$ cat config.mk
export PLATFORM = sky130hd
export DESIGN_NAME = mem_access_unit
export DESIGN_NICKNAME = d
export VERILOG_FILES = /design/src/rtl/mem_access_unit.sv
export SDC_FILE = /design/constraint.sdc
export NUM_CORES = 1
export LEC_CHECK = 0
export CAP_MARGIN = 10
export CORE_UTILIZATION = 42
export CTS_BUF_LIST = sky130_fd_sc_hd__clkbuf_4 sky130_fd_sc_hd__clkbuf_8
export DETAILED_ROUTE_END_ITERATION = 10
export PLACE_DENSITY = 0.8
export RECOVER_POWER = 100
export SLEW_MARGIN = 10
export SYNTH_ARGS = -nofsm -noshare
export SYNTH_HDL_FRONTEND = slang
export SYNTH_SLANG_ARGS = --single-unit
$ cat constraint.sdc
create_clock -name clk -period 2.7 [get_ports clk]
set_input_delay 0.27 -clock clk [delete_from_list [all_inputs] [get_ports clk]]
set_output_delay 0.27 -clock clk [all_outputs]
set_load 0.005 [all_outputs]
$ cat src/rtl/mem_access_unit.sv
// mem_access_unit
//   Initiator for a 256x32 word RAM port. Takes byte/half/word load and store
//   requests from the core MEM stage over a valid/ready handshake, issues the
//   RAM cycles, and answers each request with one response. Loads are sign- or
//   zero-extended. Sub-word stores are done as read-modify-write. Misaligned,
//   illegal-size and out-of-range requests get an error response and never
//   touch the RAM.
//
// Ports
//   clk, rst          clock; synchronous active-low reset
//   req_valid/ready   request handshake (ready only while idle)
//   req_we            1 = store, 0 = load
//   req_size          00 byte, 01 half, 10 word, 11 illegal
//   req_signed        loads: 1 = sign-extend, 0 = zero-extend
//   req_addr          byte address
//   req_wdata         store data, right-aligned
//   resp_valid/ready  response handshake
//   resp_rdata        extended load result, 0 for stores and faults
//   resp_err          request faulted, no RAM access made
//   ram_addr          word-aligned RAM address
//   ram_rw, ram_en    RAM write strobe and enable
//   ram_wdata         RAM write data
//   ram_rdata         RAM combinational read data (valid only while reading)
module mem_access_unit #(
    parameter int MEM_BYTES = 1024
) (
    input  logic        clk,
    input  logic        rst,
    input  logic        req_valid,
    output logic        req_ready,
    input  logic        req_we,
    input  logic [1:0]  req_size,
    input  logic        req_signed,
    input  logic [31:0] req_addr,
    input  logic [31:0] req_wdata,
    output logic        resp_valid,
    input  logic        resp_ready,
    output logic [31:0] resp_rdata,
    output logic        resp_err,
    output logic [31:0] ram_addr,
    output logic        ram_rw,
    output logic        ram_en,
    output logic [31:0] ram_wdata,
    input  logic [31:0] ram_rdata
);

    localparam logic [31:0] MEM_LIMIT = 32'(MEM_BYTES);

    typedef enum logic [1:0] {
        S_IDLE = 2'd0,
        S_RD   = 2'd1,
        S_WR   = 2'd2,
        S_RESP = 2'd3
    } state_t;

    state_t      state_q, state_d;
    logic [31:0] addr_q, addr_d;
    logic [1:0]  lane_q, lane_d;
    logic [1:0]  size_q, size_d;
    logic        we_q, we_d;
    logic        sgn_q, sgn_d;
    logic [31:0] data_q, data_d;    // store data, becomes the merged word after RD
    logic [31:0] rdata_q, rdata_d;
    logic        err_q, err_d;
    logic        req_fault;

    // Pick the addressed lane out of a RAM word and extend it to 32 bits.
    function automatic logic [31:0] load_extend(input logic [31:0] word,
                                                input logic [1:0]  lane,
                                                input logic [1:0]  size,
                                                input logic        sgn);
        logic [7:0]  b;
        logic [15:0] h;
        logic [31:0] r;
        b = word[{lane, 3'b000} +: 8];
        h = word[{lane[1], 4'b0000} +: 16];
        case (size)
            2'b00:   r = sgn ? {{24{b[7]}}, b} : {24'h0, b};
            2'b01:   r = sgn ? {{16{h[15]}}, h} : {16'h0, h};
            default: r = word;
        endcase
        return r;
    endfunction

    // Overlay right-aligned store data onto its lane, keeping the other bytes.
    function automatic logic [31:0] store_merge(input logic [31:0] word,
                                                input logic [31:0] wd,
                                                input logic [1:0]  lane,
                                                input logic [1:0]  size);
        logic [31:0] r;
        r = word;
        case (size)
            2'b00:   r[{lane, 3'b000} +: 8] = wd[7:0];
            2'b01:   r[{lane[1], 4'b0000} +: 16] = wd[15:0];
            default: r = wd;
        endcase
        return r;
    endfunction

    assign req_fault = (req_size == 2'b11)
                    || (req_size == 2'b01 && req_addr[0])
                    || (req_size == 2'b10 && req_addr[1:0] != 2'b00)
                    || (req_addr >= MEM_LIMIT);

    always_comb begin
        state_d = state_q;
        addr_d  = addr_q;
        lane_d  = lane_q;
        size_d  = size_q;
        we_d    = we_q;
        sgn_d   = sgn_q;
        data_d  = data_q;
        rdata_d = rdata_q;
        err_d   = err_q;
        case (state_q)
            S_IDLE: begin
                if (req_valid) begin
                    addr_d  = {req_addr[31:2], 2'b00};
                    lane_d  = req_addr[1:0];
                    size_d  = req_size;
                    we_d    = req_we;
                    sgn_d   = req_signed;
                    data_d  = req_wdata;
                    rdata_d = 32'h0;
                    err_d   = req_fault;
                    if (req_fault)
                        state_d = S_RESP;
                    else if (req_we && req_size == 2'b10)
                        state_d = S_WR;
                    else
                        state_d = S_RD;
                end
            end
            // ram_rdata is only looked at here, on the edge closing the read.
            S_RD: begin
                if (we_q) begin
                    data_d  = store_merge(ram_rdata, data_q, lane_q, size_q);
                    state_d = S_WR;
                end else begin
                    rdata_d = load_extend(ram_rdata, lane_q, size_q, sgn_q);
                    state_d = S_RESP;
                end
            end
            S_WR: state_d = S_RESP;
            S_RESP: begin
                if (resp_ready)
                    state_d = S_IDLE;
            end
            default: state_d = S_IDLE;
        endcase
    end

    always_ff @(posedge clk) begin
        if (!rst)
            state_q <= S_IDLE;
        else
            state_q <= state_d;
    end

    // Datapath registers carry no reset; every output is gated by state.
    always_ff @(posedge clk) begin
        addr_q  <= addr_d;
        lane_q  <= lane_d;
        size_q  <= size_d;
        we_q    <= we_d;
        sgn_q   <= sgn_d;
        data_q  <= data_d;
        rdata_q <= rdata_d;
        err_q   <= err_d;
    end

    assign req_ready  = (state_q == S_IDLE);
    assign resp_valid = (state_q == S_RESP);
    assign resp_rdata = (state_q == S_RESP) ? rdata_q : 32'h0;
    assign resp_err   = (state_q == S_RESP) && err_q;
    assign ram_en     = (state_q == S_RD) || (state_q == S_WR);
    assign ram_rw     = (state_q == S_WR);
    assign ram_addr   = ram_en ? addr_q : 32'h0;
    assign ram_wdata  = (state_q == S_WR) ? data_q : 32'h0;

endmodule

==> After elaboration in Yosys (flattened, before gate mapping) <==
Index checks and enable logic that the tools add are counted.
{ "op_classes": {"addsub": 2, "n_mul": 0, "div_mod_pow": 0, "magnitude_cmp": 1, "n_eq_ne": 12, "shift": 6, "n_mux": 21, "bitwise": 0, "n_reduce_logical": 16} }
{ "op_table": {"columns": ["cell", "n"], "rows": [
  ["$mux W32", 9],
  ["$pmux W32 S2", 4],
  ["$bwmux W32", 2],
  ["$ge A32 B11 Y1 const B", 1],
  ["$shift A16 B7 Y32 const A", 1],
  ["$shift A8 B7 Y32 const A", 1],
  ["$shiftx A16 B7 Y32", 1],
  ["$shiftx A32 B6 Y16", 1],
  ["$shiftx A32 B6 Y8", 1],
  ["$shiftx A8 B7 Y32", 1],
  ["$neg A5 Y7", 2],
  ["$eq A2 B2 Y1 const B", 4],
  ["$mux W2", 4],
  ["$pmux W2 S4", 1],
  ["$eq A2 B1 Y1 const B", 3],
  ["$ne A2 B2 Y1 const B", 3],
  ["$logic_and A1 B1 Y1", 4],
  ["$logic_not A2 Y1", 2],
  ["$logic_or A1 B1 Y1", 4],
  ["$reduce_and A2 Y1", 2],
  ["$reduce_and A4 Y1", 1],
  ["$reduce_bool A2 Y1", 2],
  ["$ne A3 B1 Y1 const B", 1],
  ["$reduce_and A3 Y1", 1],
  ["other kinds (2)", 2]
]} }
{ "word_totals": {"register_bits": 103, "latch_bits": 0, "ramBits": 0, "romBits": 0, "input_bits": 104, "word_cells": 67, "mem_count": 0} }

==> Longest topological paths before layout <==
Gate-level depths: netlist (run 1).
{ "logic_depth": {"depth_word": 8, "mapped_depth": 8} }

==> Worst setup path before layout (run 1) <==
No wires, ideal clock.
{ "synth_timing": {"path_type": "register to register", "start": "register state_q[0]", "end": "register data_q[0] (enable)", "setup_ns": 0.332, "arrival_time_ns": 2.625, "required_time_ns": 2.368, "setup_slack_ns": -0.257, "path_stages_with_launch": 7, "path_buffers": 0, "synth_period_minus_slack_ns": 2.957, "path_cell_list": "dfxtp_1 > inv_1 > ha_1 > mux2i_1 > a21oi_1 > nor2b_1 > and2_1"} }
{ "synth_between": {"elab_chain_cells": 3, "elab_cells_between_ends": 7, "classes_between": "4 x eq/ne; 3 x reduce/logical"} }
{ "synth_rtl": {"columns": ["element", "line_no", "rtl"], "rows": [
  ["start, declared", "56", "state_t state_q, state_d;"],
  ["start signal, assigned", "157", "state_q <= state_d;"],
  ["$logic_not A2 Y1 *", null, null],
  ["net req_ready", "30", "output logic req_ready,"],
  ["$ne A2 B2 Y1 (no source line) / $reduce_bool A2 Y1 (equally long branches)", null, null],
  ["$reduce_and A4 Y1 (no source line) *", null, null],
  ["end signal, assigned", "167", "data_q <= data_d;"],
  ["end, declared", "62", "logic [31:0] data_q, data_d;"]
]} }
The timed path passes the listed nets; every way through them passes the cells marked *.
A chain may end at the register's enable or synchronous reset.

==> Final worst setup path (run 1) <==
{ "layout_timing": {"start": "register state_q[0]", "end": "output ram_addr[24]"} }
{ "layout_between": {"elab_chain_cells": 3, "elab_cells_between_ends": 4, "classes_between": "2 x eq/ne; 1 x mux; 1 x reduce/logical"} }
{ "layout_rtl": {"columns": ["element", "line_no", "rtl"], "rows": [
  ["$eq A2 B1 Y1 / $eq A2 B2 Y1 (equally long branches)", "176", "assign ram_en = (state_q == S_RD) || (state_q == S_WR);"],
  ["$logic_or A1 B1 Y1 *", "176", null],
  ["$mux W32 *", "178", "assign ram_addr = ram_en ? addr_q : 32'h0;"],
  ["end, declared", "40", "output logic [31:0] ram_addr,"]
]} }
Every way passes the cells marked *; elsewhere a longest branch is shown, timed or not.

==> results of run 1 <==
-- layout make-up --
cell class                      count  area, um^2  area share (%)
Sequential cell                   103        3070            39.2
Timing Repair Buffer              213        2090            26.6
Inverter                            9        33.8           0.430
Clock buffer                        9         124            1.58
Tap cell                          172         215            2.74
Multi-Input combinational cell    328        2230            28.4
Clock inverter                      7        78.8            1.00
-- state kept, by name, indices dropped and copies added (netlist names) --
signal,count
data_q,32
addr_q,30
we_q,1
lane_q,2
state_q,2
err_q,1
sgn_q,1
rdata_q,32
size_q,2
-- where the power goes --
part / internal (mW) / switching [mW] / total, mW
clock: 0.441 / 0.567 / 1.01
combinational: 1.52 / 1.54 / 3.06
sequential: 2.62 / 0.301 / 2.92
-- how the worst max path moves through the flow --
stage | from | end | slack [ns] | cells after the start
floorplan | state_q[0] | data_q[0] | 0.08 | 6
global placement | state_q[1] | data_q[3] | 0.52 | 6
detailed placement | state_q[1] | data_q[5] | 0.36 | 6
CTS | state_q[0] | ram_wdata[17] | 0.12 | 4
global route | state_q[1] | data_q[6] | 0.13 | 6
finish | state_q[0] | ram_addr[24] | 0.28 | 5
-- metrics by stage --
stage	std cells	area (um^2)	util [%]	hold slack [ns]	total power, mW
floorplan	471	5490	-	0.369	4.42
global route	841	7850	61.9	0.517	7.40
finish	841	7850	61.9	0.507	6.98
CTS	841	7890	62.3	0.436	7.18
detailed placement	825	7690	60.7	0.570	6.17
global placement	825	7690	60.7	0.576	6.07
-- critical path, cell delays in order, from the launching register on --
cell	delay [ns]
dfxtp_1	0.40
inv_1	0.09
ha_1	0.28
buf_4	0.25
and2_1	0.18
dlygate4sd3_1	0.59
-- cells in the final DEF (no fill, tap or decap), drive strengths merged, types with 2 or more instances in the layout --
cell	n
clkdlybuf4s50	116
edfxtp	101
and2	98
dlygate4sd3	86
a21oi	37
nor2b	28
o21ai	25
a222oi	23
nor2	20
a21o	16
clkbuf	14
inv	12
ha	9
nand2	8
a221o	8
a22o	8
mux2	7
nor3	7
buf	6
nor4	5
mux2i	4
a211oi	3
nand2b	3
clkinv	3
o211ai	2
nand3	2
a31oi	2
o22ai	2
conb	2
dfxtp	2
-- cell families (layout without fill, tap and decap cells) --
| family | count (synthesis) | after routing | synth area share [%] |
|---|---|---|---|
| muxes | 12 | 12 | 2.58 |
| adders and majority gates | 9 | 9 | 2.05 |
| buffers and inverters | 40 | 238 | 3.13 |
| and+or+nand+nor | 178 | 178 | 19.6 |
| DFF | 103 | 103 | 56.1 |
| other | 1 | 2 | 0.0684 |
| AOI/OAI and AO/OA | 127 | 127 | 16.5 |
-- what timing repair did --
action,4_1_cts,5_1_grt
endpoints found under the hold margin,0,0
setup endpoints to repair,0,32
gates resized for setup,0,1
-- metal layers --
layer  up-vias  GRT usage [%]  part of all wire, %
met4         0           13.6                  3.5
met3        48           5.81                   11
met1      2167           29.6                   37
li1       2148              -                    -
met5         -              0                    0
met2       338           42.8                   48
==> impl_results.md, run 1 <==
- CTS Hold Bufs: 0
- Nets: between 700 and 800
- Leak: just under 3 nW
- Post-CTS Setup Bufs: 0
- Clk pin slew, worst setup/hold paths: roughly 0.10 ns
- Port bufs: between 200 and 250
- Post-synthesis sequential element count: 103
- Row Count: between 40 and 50
- DRC violations left: 0
- Post-synth ARST share: 0%
- HP Start: rst
- Clock sinks: 103
- Setup slack after layout: 0.277 ns
- Initial Util: 43.3%
- Mapped Avg Cell Area: approximately 12 um^2
- Die Area: ~0.014 mm^2
- Post-synth top flop: edfxtp_1
- Ranking of synthesized cells by area: edfxtp_1 55%, and2_1 11%, a222oi_1 4.2%
- Std-Cell Core Area: between 0.01 and 0.015 mm^2
- Synth area leader: edfxtp_1
- Yosys warns: 0
- Hold Path End: state_q[0]
- Share of layout cells above drive strength 1: 6.58%
- FMAX: just over 400 MHz
- Worst Hold Depth: 3
- Grt ovf: 0
- Post-synth top cells: 101 x edfxtp_1, 98 x and2_1, 36 x a21oi_1, 28 x nor2b_1, 24 x o21ai_0
- Netlist Area Pre-Place: ~0.0055 mm^2
- Final setup TNS: 0 ns
- Gr usage total: between 20% and 30%
- Worst Hold Class: in -> reg
- Peak supply drop: around 0.00046 V
- Global-route wire length before repair: 25200 um
- Clk buf depth: 2
- 1st-iter DRT viols: 443
- Area growth syn-to-layout: 43.2%
- Initial DRT Pass Iterations: 9
- Status: complete, no violations
- Critical path capture point type: primary output
- RR Startpoint: state_q[1]
- Dpl ws: roughly 0.36 ns
- Library cells used by synthesis: 46
- Aggregate routed wire length: between 15000 and 20000 um
- Fillcell total: ~1000
- Final hold vios: 0
- WP data arrival: between 2 and 2.5 ns
- Die Ht: 116 um
- Critical path data required time: 2.43 ns
- R2r setup slk: approximately 0.29 ns
- Largest net degree at the start of global routing: 42
- Final Max Slew Viols: 0
- Placer Congestion: approximately 0.86
- Post-detail-place hpwl: about 12000 um
- Clock skew: ~0.0089 ns
- Vias in the first global route: 4717
- Worst reg2reg path depth: 6
- Slew of the pin with the lowest slew margin: between 0.7 and 0.8 ns
- Antenna violations before repair: 0
- CTS Buf Count: 9
- Max Cap Viol: 0
- Share of the synthesized area in the top cell type: between 50% and 60%
- Worst R2R End: data_q[6]
- Avg WL per Cell: roughly 20 um
- Via density: between 5 and 6
- Max-slew headroom: about half
- Clk_lat worst skew: 0.37 ns
- Critical path type: reg -> out
- Root Driver: clkbuf_8
- Setup violators final: 0
- Cell Pwr Density: between 800 and 900 mW/mm^2
- Sequential area share after synthesis: a little under three fifths
- Critical path fanouts, max: 32
- Startpoint Class: register
- Post-layout min period: ~2.4 ns
- # diodes: 0
- Overall die width: about 120 um
- Antenna Nets Post-Route: 0
- Tcrit/Tclk final: between 80 and 90%
- Number of synthesized flops with an enable pin: 101
- RSZ-0062 raised after global routing: false
- Vias: approximately 4700
- I/O Pins: 205
- H-tree depth: 3
- CTS tree: done
- Count leader, synth: edfxtp_1
- Synth Instances: 470
(Power assumes the default switching activity.)
==> run 2, diff against run 1 <==
--- a/config.mk
+++ b/config.mk
@@ -5,10 +5,12 @@
 export SDC_FILE = /design/constraint.sdc
 export NUM_CORES = 1
 export LEC_CHECK = 0
+export ABC_CLOCK_PERIOD_IN_PS = 2700
 export CAP_MARGIN = 10
 export CORE_UTILIZATION = 42
 export CTS_BUF_LIST = sky130_fd_sc_hd__clkbuf_4 sky130_fd_sc_hd__clkbuf_8
 export DETAILED_ROUTE_END_ITERATION = 10
+export MAX_ROUTING_LAYER = met4
 export PLACE_DENSITY = 0.8
 export RECOVER_POWER = 100
 export SLEW_MARGIN = 10
==> run 2 against run 1 <==
Compared with the run above:
- setup slack worse by 0.0078 ns
- power hardly changed
- clock skew hardly changed
- global-route usage is 0.79 points higher
- count of clock-buffer cells in the layout stayed put
- sequential share of layout area stayed put
- largest power group unchanged
- final cell count stayed put
==> impl_results.md, run 2 (same netlist as run 1, synthesis figures left out) <==
- Final setup TNS: 0 ns (unchanged)
- Nets: 777 (unchanged)
- Vias: 4707 (+0.13%)
- Antenna Nets Post-Route: 0 (unchanged)
- Largest net degree at the start of global routing: 42 (unchanged)
- Critical path capture point type: primary output
- Gr busiest metal: met2
- Cell Pwr Density: 890 mW/mm^2 (about the same)
- Status: complete, no violations
- Std-Cell Core Area: 0.0127 mm^2 (unchanged)
- Post-detail-place hpwl: 12500 um (unchanged)
- Setup violators final: 0 (unchanged)
- Critical path fanouts, max: 32 (unchanged)
- Worst R2R End: data_q[4]
- Met3 Usage GRT: 4.77% (-1.0 points)
- R2r setup slk: 0.27 ns (-0.02 ns)
- Grt ovf: 0 (unchanged)
- Final core utilization: 61.9% (unchanged)
- Overall die width: 116 um (unchanged)
- Critical Path, Cell by Cell: inv_1, ha_1, buf_4, and2_1, dlygate4sd3_1
- Area growth syn-to-layout: 43.2% (unchanged)
- WP data arrival: 2.16 ns (about the same)
- Reg area: 0.00307 mm^2 (unchanged)
- CTS Buf Count: 9 (unchanged)
- Most frequent cells in the layout: 116 x clkdlybuf4s50_1, 101 x edfxtp_1, 86 x dlygate4sd3_1
- Clock sinks: 103 (unchanged)
- Gr usage total: 26.0% (+0.79 points)
- Global-route wire length before repair: 25100 um (-0.27%)
- Root Driver: clkbuf_8
- Crit path largest cell delay: 0.60 ns (about the same)
- Startpoint Class: register
- Clk pin slew, worst setup/hold paths: 0.10 ns (about the same)
- Critical Path Start: state_q[0]
- RSZ-0062 raised after global routing: false
- Post-route cell area: 0.00785 mm^2 (unchanged)
- HP Start: rst
- Initial DRT Pass Iterations: 9 (unchanged)
- Met2 global-route usage: 42.8% (unchanged)
- Clk buf depth: 2 (unchanged)
- Final Max Slew Viols: 0 (unchanged)
- Hold Path End: state_q[0]
- Critical path data required time: 2.43 ns (about the same)
- Clock skew: 0.00908 ns (+0.000180 ns)
- Final hold vios: 0 (unchanged)
- CP bufs+invs: 3 (unchanged)
- Placed cell area: 0.00769 mm^2 (unchanged)
- Slowest stage cell, crit path: dlygate4sd3_1
- Antenna violations before repair: 0 (unchanged)
- I/O Pins: 205 (unchanged)
- Via density: 5.60 (+0.13%)
- Avg WL per Cell: 19.8 um (-0.35%)
- Post-layout min period: 2.43 ns (+0.00775 ns)
- Tcrit/Tclk final: 90.0% (+0.29 points)
- Die Ht: 116 um (unchanged)
- RR Startpoint: state_q[1]
- Worst Hold Depth: 3 (unchanged)
- Crit-path leading delay family: buffers and inverters
- # diodes: 0 (unchanged)
- Slew of the pin with the lowest slew margin: 0.803 ns (+0.0355 ns)
- M1 GR Usage: 30.3% (+0.68 points)
- 1st-iter DRT viols: 412 (-7.0%)
- Max Cap Viol: 0 (unchanged)
- Largest regs: data_q (32), rdata_q (32), addr_q (30)
- H-tree depth: 3 (unchanged)
- Placer Congestion: 0.875 (+1.6%)
- CTS Hold Bufs: 0 (unchanged)
- FMAX: 411 MHz (-0.32%)
- Worst reg2reg path depth: 6 (unchanged)
- Clk_lat worst skew: 0.38 ns (about the same)
- Max-slew headroom: 46.1% (-2.4 points)
- Vias in the first global route: 4738 (+0.45%)
- Aggregate routed wire length: 16600 um (-0.35%)
- Worst Hold Class: in -> reg
- Multi-input logic area: 0.00223 mm^2 (unchanged)
- CTS tree: done
- Share of layout cells above drive strength 1: 6.58% (unchanged)
- Fillcell total: 1014 (unchanged)
- Peak supply drop: 0.000455 V (-0.36%)
- Commonest non-fill, non-tap cell in the layout: clkdlybuf4s50_1
- Die Area: 0.0135 mm^2 (unchanged)
- Leak: 2.96 nW (unchanged)
- DRC violations left: 0 (unchanged)
- Port bufs: 202 (unchanged)
- Initial Util: 43.3% (unchanged)
- Critical path type: reg -> out
- Row Count: 41 (unchanged)
run 2: worst reg2reg max path, stage by stage (launching register included):
cell	delay (ns)
dfxtp_1	0.35
inv_1	0.09
ha_1	0.48
inv_2	0.14
nor3_4	0.66
nor2b_1	0.15
and2_1	0.29
run 2: worst max-delay path by stage:
stage | to | slack (ns) | depth (start not counted)
2_1_floorplan | data_q[0] | 0.08 | 6
3_3_place_gp | data_q[3] | 0.52 | 6
3_5_place_dp | data_q[5] | 0.36 | 6
4_1_cts | ram_wdata[17] | 0.12 | 4
5_1_grt | data_q[6] | 0.13 | 6
6_report | ram_addr[24] | 0.27 | 5
run 2: timing repair:
action | in CTS | in global routing
endpoints found under the setup margin | 0 | 32
setup buffers | 0 | 0
gates resized for setup | 0 | 1
run 2: area by class of cell:
| cell class | count | area share [%] |
|---|---|---|
| Clock buffer | 9 | 1.58 |
| Clock inverter | 7 | 1.00 |
| Inverter | 9 | 0.430 |
| Multi-Input combinational cell | 328 | 28.4 |
| Sequential cell | 103 | 39.2 |
| Tap cell | 172 | 2.74 |
| Timing Repair Buffer | 213 | 26.6 |
run 2: report_power, final:
| part | internal [mW] | switching [mW] | total [mW] | leakage [nW] |
|---|---|---|---|---|
| sequential | 2.62 | 0.299 | 2.92 | 0.982 |
| clock | 0.441 | 0.574 | 1.01 | 0.105 |
| combinational | 1.52 | 1.54 | 3.06 | 1.87 |
run 2: stage by stage:
| stage | total power, mW | instances | hold slack, ns | setup WS [ns] |
|---|---|---|---|---|
| 2_1_floorplan | 4.42 | 471 | 0.369 | 0.0817 |
| 3_3_place_gp | 6.07 | 825 | 0.576 | 0.516 |
| 3_5_place_dp | 6.17 | 825 | 0.570 | 0.361 |
| 4_1_cts | 7.18 | 841 | 0.436 | 0.119 |
| 5_1_grt | 7.40 | 841 | 0.517 | 0.132 |
| 6_report | 6.99 | 841 | 0.505 | 0.270 |
run 2: per-layer routing:
metal / up-vias / routed length, um
met5: - / 0
met4: 0 / 602
met3: 50 / 1730
met2: 358 / 8070
met1: 2146 / 6230
li1: 2153 / -
==> run 3, diff against run 2 <==
--- a/config.mk
+++ b/config.mk
@@ -9,6 +9,7 @@
 export CAP_MARGIN = 10
 export CORE_UTILIZATION = 42
 export CTS_BUF_LIST = sky130_fd_sc_hd__clkbuf_4 sky130_fd_sc_hd__clkbuf_8
+export CTS_CLUSTER_DIAMETER = 120
 export DETAILED_ROUTE_END_ITERATION = 10
 export MAX_ROUTING_LAYER = met4
 export PLACE_DENSITY = 0.8
==> results of run 3 <==
Same layout as run 2: the final DEF is identical, and so are final timing and power.
